===== src/rtl/alarm_bank.sv =====
// alarm_bank: multi-channel hh:mm alarm engine with per-channel
// ring/snooze state machines, ring timeout, sticky missed flags and a
// gated square-tone buzzer drive.
//
// Optional build macro: ALARM_SNOOZE_LIMIT_EN
//   When defined, each channel allows at most MAX_SNOOZE snoozes per ring
//   event; the next snooze press acts as a dismiss. When undefined, snoozes
//   are unlimited and the snooze counters do not exist.
//
// Ports:
//   clk            system clock (single domain)
//   rst            synchronous active-high reset
//   hour/min/sec   live time from the time counter
//   wr_en          one-cycle channel config write strobe
//   wr_idx         channel to write (out-of-range values ignored)
//   wr_hour/min    alarm time for the written channel
//   wr_enable      armed flag for the written channel
//   snooze_pulse   snooze key pulse, applies to every RINGING channel
//   dismiss_pulse  dismiss key pulse, applies to RINGING and SNOOZED
//   ring_mask      bit i set while channel i is RINGING
//   missed_mask    sticky, channel i timed out without a key press
//   alarm_on       registered OR of ring_mask
//   beep           registered buzzer drive (tone gated on/off)
module alarm_bank #(
  parameter int N_ALARMS       = 4,
  parameter int SNOOZE_MIN     = 5,
  parameter int RING_TIMEOUT_S = 60,
  parameter int TONE_HALF_CYC  = 12500,
  parameter int GATE_HALF_CYC  = 12500000,
  parameter int MAX_SNOOZE     = 3,
  localparam int IW = (N_ALARMS > 1) ? $clog2(N_ALARMS) : 1
) (
  input  logic                clk,
  input  logic                rst,
  input  logic [4:0]          hour,
  input  logic [5:0]          min,
  input  logic [5:0]          sec,
  input  logic                wr_en,
  input  logic [IW-1:0]       wr_idx,
  input  logic [4:0]          wr_hour,
  input  logic [5:0]          wr_min,
  input  logic                wr_enable,
  input  logic                snooze_pulse,
  input  logic                dismiss_pulse,
  output logic [N_ALARMS-1:0] ring_mask,
  output logic [N_ALARMS-1:0] missed_mask,
  output logic                alarm_on,
  output logic                beep
);

  localparam int TCW = (TONE_HALF_CYC > 1) ? $clog2(TONE_HALF_CYC) : 1;
  localparam int GCW = (GATE_HALF_CYC > 1) ? $clog2(GATE_HALF_CYC) : 1;

  // Reject parameter values the channel logic cannot represent.
  if (N_ALARMS < 1 || N_ALARMS > 16 || SNOOZE_MIN < 1 || SNOOZE_MIN > 59 ||
      RING_TIMEOUT_S < 1 || RING_TIMEOUT_S > 255 || TONE_HALF_CYC < 1 ||
      GATE_HALF_CYC < 1 || MAX_SNOOZE < 1) begin : gen_param_check
    $error("alarm_bank: parameter out of range");
  end

  typedef enum logic [1:0] {
    ST_IDLE,
    ST_RINGING,
    ST_SNOOZED
  } state_t;

  // Time-base events
  logic [5:0] sec_q;
  logic       min_evt;
  logic       sec_evt;

  // Per-channel state
  state_t        state_q    [N_ALARMS];
  state_t        state_d    [N_ALARMS];
  logic [4:0]    cfg_hour_q [N_ALARMS];
  logic [4:0]    cfg_hour_d [N_ALARMS];
  logic [5:0]    cfg_min_q  [N_ALARMS];
  logic [5:0]    cfg_min_d  [N_ALARMS];
  logic [4:0]    tgt_hour_q [N_ALARMS];
  logic [4:0]    tgt_hour_d [N_ALARMS];
  logic [5:0]    tgt_min_q  [N_ALARMS];
  logic [5:0]    tgt_min_d  [N_ALARMS];
  logic [7:0]    timer_q    [N_ALARMS];
  logic [7:0]    timer_d    [N_ALARMS];
  logic [N_ALARMS-1:0] cfg_en_q, cfg_en_d;
  logic [N_ALARMS-1:0] missed_q, missed_d;
  logic [N_ALARMS-1:0] wr_hit, base_hit, tgt_hit, ring_d;

`ifdef ALARM_SNOOZE_LIMIT_EN
  localparam int SCW = $clog2(MAX_SNOOZE + 1);
  logic [SCW-1:0] snz_cnt_q [N_ALARMS];
  logic [SCW-1:0] snz_cnt_d [N_ALARMS];
`endif

  // Snooze target, shared by all channels since it depends only on live time
  logic [6:0] snz_sum;
  logic [5:0] snz_min;
  logic [4:0] snz_hour;

  // Beep path
  logic [TCW-1:0] tone_cnt_q, tone_cnt_d;
  logic [GCW-1:0] gate_cnt_q, gate_cnt_d;
  logic           tone_q, tone_d;
  logic           gate_q, gate_d;
  logic           alarm_on_q, alarm_on_d;
  logic           beep_q, beep_d;

  // A minute boundary is the first cycle that sees sec back at zero.
  assign min_evt = (sec == 6'd0) && (sec_q != 6'd0);
  assign sec_evt = (sec != sec_q);

  // Snooze target from the live time; minute overflow carries into the hour.
  always_comb begin
    snz_sum  = {1'b0, min} + 7'(SNOOZE_MIN);
    snz_min  = snz_sum[5:0];
    snz_hour = hour;
    if (snz_sum >= 7'd60) begin
      snz_min  = 6'(snz_sum - 7'd60);
      snz_hour = (hour == 5'd23) ? 5'd0 : hour + 5'd1;
    end
  end

  // Per-channel qualifiers: config write hit, base-time match, snooze-target match.
  always_comb begin
    wr_hit   = '0;
    base_hit = '0;
    tgt_hit  = '0;
    for (int i = 0; i < N_ALARMS; i++) begin
      wr_hit[i]   = wr_en && (wr_idx == IW'(i));
      base_hit[i] = cfg_en_q[i] && min_evt &&
                    (hour == cfg_hour_q[i]) && (min == cfg_min_q[i]);
      tgt_hit[i]  = min_evt && (hour == tgt_hour_q[i]) && (min == tgt_min_q[i]);
    end
  end

  // Channel next-state logic. The if/else order encodes the priority
  // write > dismiss > snooze > timeout > match, so a write in the same
  // cycle as a match leaves the channel idle.
  always_comb begin
    cfg_en_d = cfg_en_q;
    missed_d = missed_q;
    ring_d   = '0;
    for (int i = 0; i < N_ALARMS; i++) begin
      state_d[i]    = state_q[i];
      cfg_hour_d[i] = cfg_hour_q[i];
      cfg_min_d[i]  = cfg_min_q[i];
      tgt_hour_d[i] = tgt_hour_q[i];
      tgt_min_d[i]  = tgt_min_q[i];
      timer_d[i]    = timer_q[i];
`ifdef ALARM_SNOOZE_LIMIT_EN
      snz_cnt_d[i]  = snz_cnt_q[i];
`endif
      if (wr_hit[i]) begin
        cfg_hour_d[i] = wr_hour;
        cfg_min_d[i]  = wr_min;
        cfg_en_d[i]   = wr_enable;
        state_d[i]    = ST_IDLE;
        missed_d[i]   = 1'b0;
        timer_d[i]    = '0;
`ifdef ALARM_SNOOZE_LIMIT_EN
        snz_cnt_d[i]  = '0;
`endif
      end else begin
        case (state_q[i])
          ST_IDLE: begin
            if (base_hit[i]) begin
              state_d[i] = ST_RINGING;
              timer_d[i] = '0;
`ifdef ALARM_SNOOZE_LIMIT_EN
              snz_cnt_d[i] = '0;
`endif
            end
          end
          ST_RINGING: begin
            if (dismiss_pulse) begin
              state_d[i] = ST_IDLE;
`ifdef ALARM_SNOOZE_LIMIT_EN
              snz_cnt_d[i] = '0;
`endif
            end else if (snooze_pulse) begin
`ifdef ALARM_SNOOZE_LIMIT_EN
              // Snooze budget used up: treat the press as a dismiss.
              if (snz_cnt_q[i] == SCW'(MAX_SNOOZE)) begin
                state_d[i]   = ST_IDLE;
                snz_cnt_d[i] = '0;
              end else begin
                state_d[i]    = ST_SNOOZED;
                tgt_hour_d[i] = snz_hour;
                tgt_min_d[i]  = snz_min;
                snz_cnt_d[i]  = snz_cnt_q[i] + 1'b1;
              end
`else
              state_d[i]    = ST_SNOOZED;
              tgt_hour_d[i] = snz_hour;
              tgt_min_d[i]  = snz_min;
`endif
            end else if (sec_evt) begin
              if (timer_q[i] == 8'(RING_TIMEOUT_S - 1)) begin
                state_d[i]  = ST_IDLE;
                missed_d[i] = 1'b1;
`ifdef ALARM_SNOOZE_LIMIT_EN
                snz_cnt_d[i] = '0;
`endif
              end else begin
                timer_d[i] = timer_q[i] + 8'd1;
              end
            end
          end
          ST_SNOOZED: begin
            if (dismiss_pulse) begin
              state_d[i] = ST_IDLE;
`ifdef ALARM_SNOOZE_LIMIT_EN
              snz_cnt_d[i] = '0;
`endif
            end else if (tgt_hit[i]) begin
              state_d[i] = ST_RINGING;
              timer_d[i] = '0;
            end
          end
          default: state_d[i] = ST_IDLE;
        endcase
      end
      ring_d[i] = (state_d[i] == ST_RINGING);
    end
  end

  // alarm_on is registered from the next-state ring bits so it lines up
  // with ring_mask; tone and gate run only while it is high.
  always_comb begin
    alarm_on_d = |ring_d;
    tone_cnt_d = tone_cnt_q;
    gate_cnt_d = gate_cnt_q;
    tone_d     = tone_q;
    gate_d     = gate_q;
    if (!alarm_on_q) begin
      tone_cnt_d = '0;
      gate_cnt_d = '0;
      tone_d     = 1'b1;
      gate_d     = 1'b1;
    end else begin
      if (tone_cnt_q == TCW'(TONE_HALF_CYC - 1)) begin
        tone_cnt_d = '0;
        tone_d     = ~tone_q;
      end else begin
        tone_cnt_d = tone_cnt_q + 1'b1;
      end
      if (gate_cnt_q == GCW'(GATE_HALF_CYC - 1)) begin
        gate_cnt_d = '0;
        gate_d     = ~gate_q;
      end else begin
        gate_cnt_d = gate_cnt_q + 1'b1;
      end
    end
    beep_d = alarm_on_q & tone_q & gate_q;
  end

  // State registers
  always_ff @(posedge clk) begin
    if (rst) begin
      sec_q      <= '0;
      cfg_en_q   <= '0;
      missed_q   <= '0;
      tone_cnt_q <= '0;
      gate_cnt_q <= '0;
      tone_q     <= 1'b1;
      gate_q     <= 1'b1;
      alarm_on_q <= 1'b0;
      beep_q     <= 1'b0;
      for (int i = 0; i < N_ALARMS; i++) begin
        state_q[i]    <= ST_IDLE;
        cfg_hour_q[i] <= '0;
        cfg_min_q[i]  <= '0;
        tgt_hour_q[i] <= '0;
        tgt_min_q[i]  <= '0;
        timer_q[i]    <= '0;
`ifdef ALARM_SNOOZE_LIMIT_EN
        snz_cnt_q[i]  <= '0;
`endif
      end
    end else begin
      sec_q      <= sec;
      cfg_en_q   <= cfg_en_d;
      missed_q   <= missed_d;
      tone_cnt_q <= tone_cnt_d;
      gate_cnt_q <= gate_cnt_d;
      tone_q     <= tone_d;
      gate_q     <= gate_d;
      alarm_on_q <= alarm_on_d;
      beep_q     <= beep_d;
      for (int i = 0; i < N_ALARMS; i++) begin
        state_q[i]    <= state_d[i];
        cfg_hour_q[i] <= cfg_hour_d[i];
        cfg_min_q[i]  <= cfg_min_d[i];
        tgt_hour_q[i] <= tgt_hour_d[i];
        tgt_min_q[i]  <= tgt_min_d[i];
        timer_q[i]    <= timer_d[i];
`ifdef ALARM_SNOOZE_LIMIT_EN
        snz_cnt_q[i]  <= snz_cnt_d[i];
`endif
      end
    end
  end

  // Output decode
  always_comb begin
    ring_mask = '0;
    for (int i = 0; i < N_ALARMS; i++) begin
      ring_mask[i] = (state_q[i] == ST_RINGING);
    end
  end

  assign missed_mask = missed_q;
  assign alarm_on    = alarm_on_q;
  assign beep        = beep_q;

endmodule


===== config.mk =====
export PLATFORM = sky130hd
export DESIGN_NAME = alarm_bank
export DESIGN_NICKNAME = d
export VERILOG_FILES = /design/src/rtl/alarm_bank.sv
export SDC_FILE = /design/constraint.sdc
export NUM_CORES = 1
export LEC_CHECK = 0
export BUFFER_PORTS_ARGS = -buffer_cell sky130_fd_sc_hd__buf_4
export CAP_MARGIN = 20
export CORE_MARGIN = 2
export CORE_UTILIZATION = 60
export CTS_BUF_LIST = sky130_fd_sc_hd__clkbuf_8 sky130_fd_sc_hd__clkbuf_16
export DETAILED_ROUTE_END_ITERATION = 10
export HOLD_SLACK_MARGIN = 0.02
export PLACE_DENSITY = 0.78
export SETUP_SLACK_MARGIN = 0.15
export SKIP_LAST_GASP = 1
export SYNTH_ARGS = -nofsm -noshare
export SYNTH_HDL_FRONTEND = slang
export SYNTH_SLANG_ARGS = --single-unit

===== constraint.sdc =====
create_clock -name clk -period 4.92 [get_ports clk]
set_clock_uncertainty 0.2 [all_clocks]
set_input_delay 0.246 -clock clk [delete_from_list [all_inputs] [get_ports clk]]
set_output_delay 0.246 -clock clk [all_outputs]
set_load 0.02 [all_outputs]

After elaboration in Yosys (flattened, before gate mapping) --
Memories as Yosys holds them, arrays and structs flattened. Cells that the tools add are included.
Word-level totals: bits in writable memories 128, output and inout port bits 10, input bits 36, memories 6, flip-flop bits (word level) 56, logic and storage cells 287
Memory list:
- timer_q | depth 4, bits a word 8, rd ports 4, clocked after Yosys merged registers in 0, wr ports 4, RTL line 83 | logic [7:0] timer_q [N_ALARMS];
- cfg_min_q | depth 4, bits a word 6, rd ports 4, clocked after Yosys merged registers in 0, wr ports 4, RTL line 77 | logic [5:0] cfg_min_q [N_ALARMS];
- tgt_min_q | depth 4, bits a word 6, rd ports 4, clocked after Yosys merged registers in 0, wr ports 4, RTL line 81 | logic [5:0] tgt_min_q [N_ALARMS];
- cfg_hour_q | depth 4, bits a word 5, rd ports 4, clocked after Yosys merged registers in 0, wr ports 4, RTL line 75 | logic [4:0] cfg_hour_q [N_ALARMS];
- tgt_hour_q | depth 4, bits a word 5, rd ports 4, clocked after Yosys merged registers in 0, wr ports 4, RTL line 79 | logic [4:0] tgt_hour_q [N_ALARMS];
- state_q | depth 4, bits a word 2, rd ports 4, clocked after Yosys merged registers in 0, wr ports 4, RTL line 73 | state_t state_q [N_ALARMS];
Cells by class: mux-type cells 142, add/sub/neg operators 9, reduce and logical (&&, ||, !) cells 44, equality and inequality tests 39, $lt $le $gt $ge 1, bitwise operators 31
Operators by type and width (number):
- two-way mux 8 bit | 36
- two-way mux 6 bit | 29
- two-way mux 5 bit | 30
- one-hot mux 8 bit (3 select lines) | 4
- two-way mux 2 bit | 36
- equality test 6 bit | 8
- equality test 5 bit | 8
- adder 8 x 1 -> 8 bit, second input constant | 4
- equality test 8 x 6 -> 1 bit, second input constant | 4
- logical AND 1 bit | 25
- adder 24 x 1 -> 24 bit, second input constant | 1
- equality test 24 bit, second input constant | 1
- bitwise OR 1 bit | 24
- one-hot mux 2 bit (3 select lines) | 4
- AND reduction 5 bit | 4
- equality test 2 x 1 -> 1 bit, second input constant | 9
- adder 14 x 1 -> 14 bit, second input constant | 1
- equality test 14 bit, second input constant | 1
- equality test 2 bit, second input constant | 6
- zero test 2 bit | 5
- OR reduction 2 bit | 5
- adder 6 x 3 -> 7 bit, second input constant | 1
- >= comparator 7 x 6 -> 1 bit, second input constant | 1
- zero test 6 bit | 1
- other kinds (10) | 18

Longest topological paths before layout --
depth in word-level cells 10, gate-level depth with buffers 9, mapped depth without buffers 8

Worst setup path after synthesis --
No wires, ideal clock.
path type reg-to-reg, start point register sec_q[0], end point register alarm_on_q, in the netlist alarm_on, library setup time 134 ps, clock period less this slack 2303 ps, path slack 2617 ps, data required time 4586 ps, cell stages (with the launch flop) 7, path buffers 0, arrival 1968 ps, path through dfxtp_1 > or4_4 > o211a_1 > nand4_1 > o31ai_1 > a31o_2 > or4_1
On the way: word-level cells in the longest chain between the ends 10, elaborated cells on any way between the ends 60, those cells by class eq/ne (5); mux (32); reduce/logical (23)
Ends and longest elaborated chain:
- start: declaration | RTL line 68 | logic [5:0] sec_q;
- start signal: assignment | RTL line 260 | sec_q <= '0;
- start signal: assignment | RTL line 281 | sec_q <= sec;
- nonzero test 6 bit | RTL line 109 | assign min_evt = (sec == 6'd0) && (sec_q != 6'd0);
- logical AND 1 bit | RTL line 109
- logical AND 1 bit (on tied branches) (2 in series) | RTL line 132, 130
- two-way mux 2 bit or logical AND 1 bit (tied branches) | RTL line 215, 131
- two-way mux 2 bit (on tied branches) | RTL line 210, 166
- one-hot mux 2 bit (3 select lines) | RTL line 164 | case (state_q[i])
- two-way mux 2 bit | RTL line 153 | if (wr_hit[i]) begin
- equality test 2 x 1 -> 1 bit | RTL line 223 | ring_d[i] = (state_d[i] == ST_RINGING);
- OR reduction 4 bit (*) | RTL line 230 | alarm_on_d = |ring_d;
- end signal: assignment | RTL line 288 | alarm_on_q <= alarm_on_d;
- end: declaration | RTL line 105 | logic alarm_on_q, alarm_on_d;
Every way passes the cells marked *; elsewhere a longest branch is shown, timed or not. A chain may end at the register's enable or synchronous reset.

==> impl_metrics.csv <==
group,metric,value,unit
floorplan,dieArea,16200,µm²
floorplan,die_w,127.3,µm
clock_tree,clkSinkCount,184,
timing,whs,0.1268,ns
drt,drt_wl_total,23.15,mm
layout,final_common_cell,"dfxtp_1",
run,cap_viol_max_count,0,
clock_tree,ctsRootBufferMaster,"clkbuf_16",
synth,syn_area_per_cell,8.372,µm²
layout,final_cell_mix,"184 x dfxtp_1, 158 x nand2_1, 91 x a21oi_1",
worst_setup_path,crit_top_cell,"ha_1",
clock_tree,htree_levels,4,
timing,fin_ws,1.886,ns
timing,slew_violations,0,
pwr,vdd_ir_drop_max,0.0003947,V
clock_tree,ctsHoldBuffers,22,
clock_tree,cts_setup_buffers,0,
drt,dr_total_vias,8093,
grt,grt_usage,0.2917,
synth,ys_types,77,
floorplan,start_util,0.6065,
synth,async_flop_share,0,
grt,gr-total-overflow,0,
pwr,p_sw_frac,0.2381,
synth,syn-num-nets,1135,
pwr,power.density,304.5,nW/µm²
place,gp_congestion,0.8626,
place,dpl.cell_count,1273,
timing,hold_violations,0,
timing,min_period_over_period,0.6167,
place,post-dp-hpwl,15.33,mm
worst_setup_path,criticalPathCategory,"input pin to flip-flop",
synth,synthesis.area,9117,µm²
floorplan,io_pins,46,
timing,relSlewSlack,0.2564,
worst_hold_path,hp-class,"input pin to flip-flop",
drt,drt_first_iter_violations,738,
pwr,power_frac_clock,0.438,
grt,grt_pass1_vias,7731,
layout,n_fill_cell,1206,
clock_tree,clkTransAtPathRegs,0.07,ns
floorplan,core_area,15030,µm²
timing,fmax,329.6,MHz
synth,synth_edf_count,0,
timing,setup_viol,0,
layout,multi_input_area,5154,µm²
pwr,p_comb_frac,0.081,
run_status,status,"finished, final reports clean",
place,port_buffers,45,
layout,fin_util,0.6879,
clock_tree,tritoncts,"yes",
timing,worst_slew_pin_slew,1.111,ns
drt,via_per_inst,6.094,
worst_setup_path,path_delay_family,"compound AO/OA/AOI/OAI gates",
timing,rsz0062_at_grt,"no",
layout,drive_above_1_share,0.1009,
floorplan,die_y,127.3,µm
synth,synth_ff_type,"dfxtp_1",
worst_setup_path,timing.critical_path.buf_inv,2,
worst_setup_path,path_cells,"dlygate4sd3_1 > buf_4 > ha_1 > xnor2_1 > ha_1 > nand3_1 > a2111oi_0 > and3b_1 > a211oi_2",
synth,ys_warn_count,0,
worst_setup_path,cp_max_fo,15,
grt,grt_pass1_wl,37.92,mm
drt,dr.pass1.iters,6,
worst_setup_path,cpPeakStageDelay,0.56,ns
synth,yosysSeqAreaShare,0.4040,
grt,antenna_found_initial,0,
drt,wl_per_cell,17.43,µm
place,dp_worst_setup_slack,1.695,ns
clock_tree,cts_resized,0,
layout,layoutNonFillerInstCount,1328,
worst_setup_path,worstPathRequired,5.06,ns
worst_setup_path,cp-start-kind,"input pin",
pwr,p_int,0.002400,W
layout,diodes,0,
pwr,leakagePower,3.581,nW
synth,postSynthCellCount,1089,
grt,grt_max_degree,86,
clock_tree,cts_buffers,17,
pwr,power_frac_seq,0.481,
layout,nNetsFinal,1174,
clock_tree,cts.path.max_buffers,2,
worst_setup_path,cp_slowest_cell,"a2111oi_0",
drt,ant_nets,0,
timing,period_needed,3.034,ns
layout,area.growth.synth_to_final,13.42,%
layout,regArea,3684,µm²
clock_tree,clk_latency,0.44,ns
worst_setup_path,cp-end-kind,"flip-flop",
drt,drc_errors,0,
floorplan,rows,45,
timing,setup-tns-final,0,ns
synth,yosys_register_bits,184,
pwr,switchingPower,0.0007497,W
worst_setup_path,crit_arrival,3.18,ns
## routing by layer
layer  global-route usage  vias up  part of all wire
met5                    0        -                 0
met1               0.3807     3784              0.44
met2               0.4775      292              0.47
met4               0.1241        0             0.032
met3              0.05151       62             0.063
li1                     -     3955                 -
## worst paths after layout
check	start	endpoint	slack [ns]	cells past startpoint
max	min[0]	tgt_hour_q[1][0]	1.89	9
min	wr_idx[0]	cfg_hour_q[0][4]	0.13	5
max reg2reg	sec_q[0]	alarm_on	2.22	6
min reg2reg	cfg_en_q[0]	cfg_en_q[0]	0.26	2
## worst reg2reg max path: cells and delay by family (launching register included)
family             cells  cell delay (ns)
AOI/OAI and AO/OA      3             0.83
and+or+nand+nor        3             1.22
DFF                    1             0.33
## cell type report
class,instances,area share
clock buffers,21,0.04646
clock inverters,10,0.01174
inverters,13,0.004719
multi-input cells,838,0.4984
flip-flops and latches,184,0.3562
well taps,188,0.02275
repair buffers,74,0.05977
## per-stage QoR
stage | cell area [µm²] | total power (W)
5_1_grt | 10340 | 0.003247
2_1_floorplan | 9117 | 0.001703
6_report | 10340 | 0.003149
4_1_cts | 10320 | 0.003159
3_5_place_dp | 9497 | 0.001782
3_3_place_gp | 9497 | 0.001777
## power by group through the flow
stage                     logic, W  registers, W  clock network, W
after global placement    0.000230       0.00155                 0
final                     0.000254       0.00151           0.00138
after global routing      0.000277       0.00152           0.00146
after floorplan           0.000157       0.00155                 0
after CTS                 0.000250       0.00151           0.00139
after detailed placement  0.000234       0.00155                 0
## cell usage after synthesis, types with 5 or more instances
cell type | instances | area [µm²]
a211oi_1 | 13 | 97.59
a21oi_1 | 91 | 455.4
a311oi_1 | 8 | 70.07
a31oi_1 | 13 | 81.33
and3_1 | 16 | 100.1
and4_1 | 6 | 52.55
buf_2 | 15 | 75.07
clkbuf_1 | 34 | 127.6
dfxtp_1 | 184 | 3684
ha_1 | 10 | 125.1
inv_1 | 12 | 45.04
mux2i_1 | 14 | 140.1
nand2_1 | 158 | 593.1
nand2b_1 | 10 | 62.56
nand3_1 | 60 | 300.3
nand4_1 | 31 | 193.9
nor2_1 | 76 | 285.3
nor2b_1 | 13 | 81.33
nor3_1 | 21 | 105.1
nor4_1 | 14 | 87.58
o21ai_0 | 37 | 185.2
o221a_2 | 5 | 56.30
o31ai_1 | 10 | 75.07
or3_1 | 23 | 143.9
or4_1 | 11 | 82.58
xnor2_1 | 56 | 490.5
xor2_1 | 72 | 630.6
## cells by family (layout without fill, tap and decap cells)
logic type,Yosys count,in the layout,synth area share
flip-flops,184,184,0.4040
adder cells (fa/ha/maj),10,10,0.01372
AO/OA/AOI/OAI,218,218,0.1536
multiplexers,14,14,0.01537
buffers and inverters,67,118,0.03238
AND/OR/NAND/NOR,468,468,0.2580
XOR/XNOR,128,128,0.1230
## sequential cells by signal, summed over array words and instances (netlist names)
name and cells:
alarm_on 1, beep 1, cfg_en_q 4, cfg_hour_q 20
cfg_min_q 24, gate_cnt_q 24, gate_q 1, missed_mask 4
sec_q 6, state_q 8, tgt_hour_q 20, tgt_min_q 24
timer_q 32, tone_cnt_q 14, tone_q 1
Note: power is estimated with default switching activity, not from simulation.
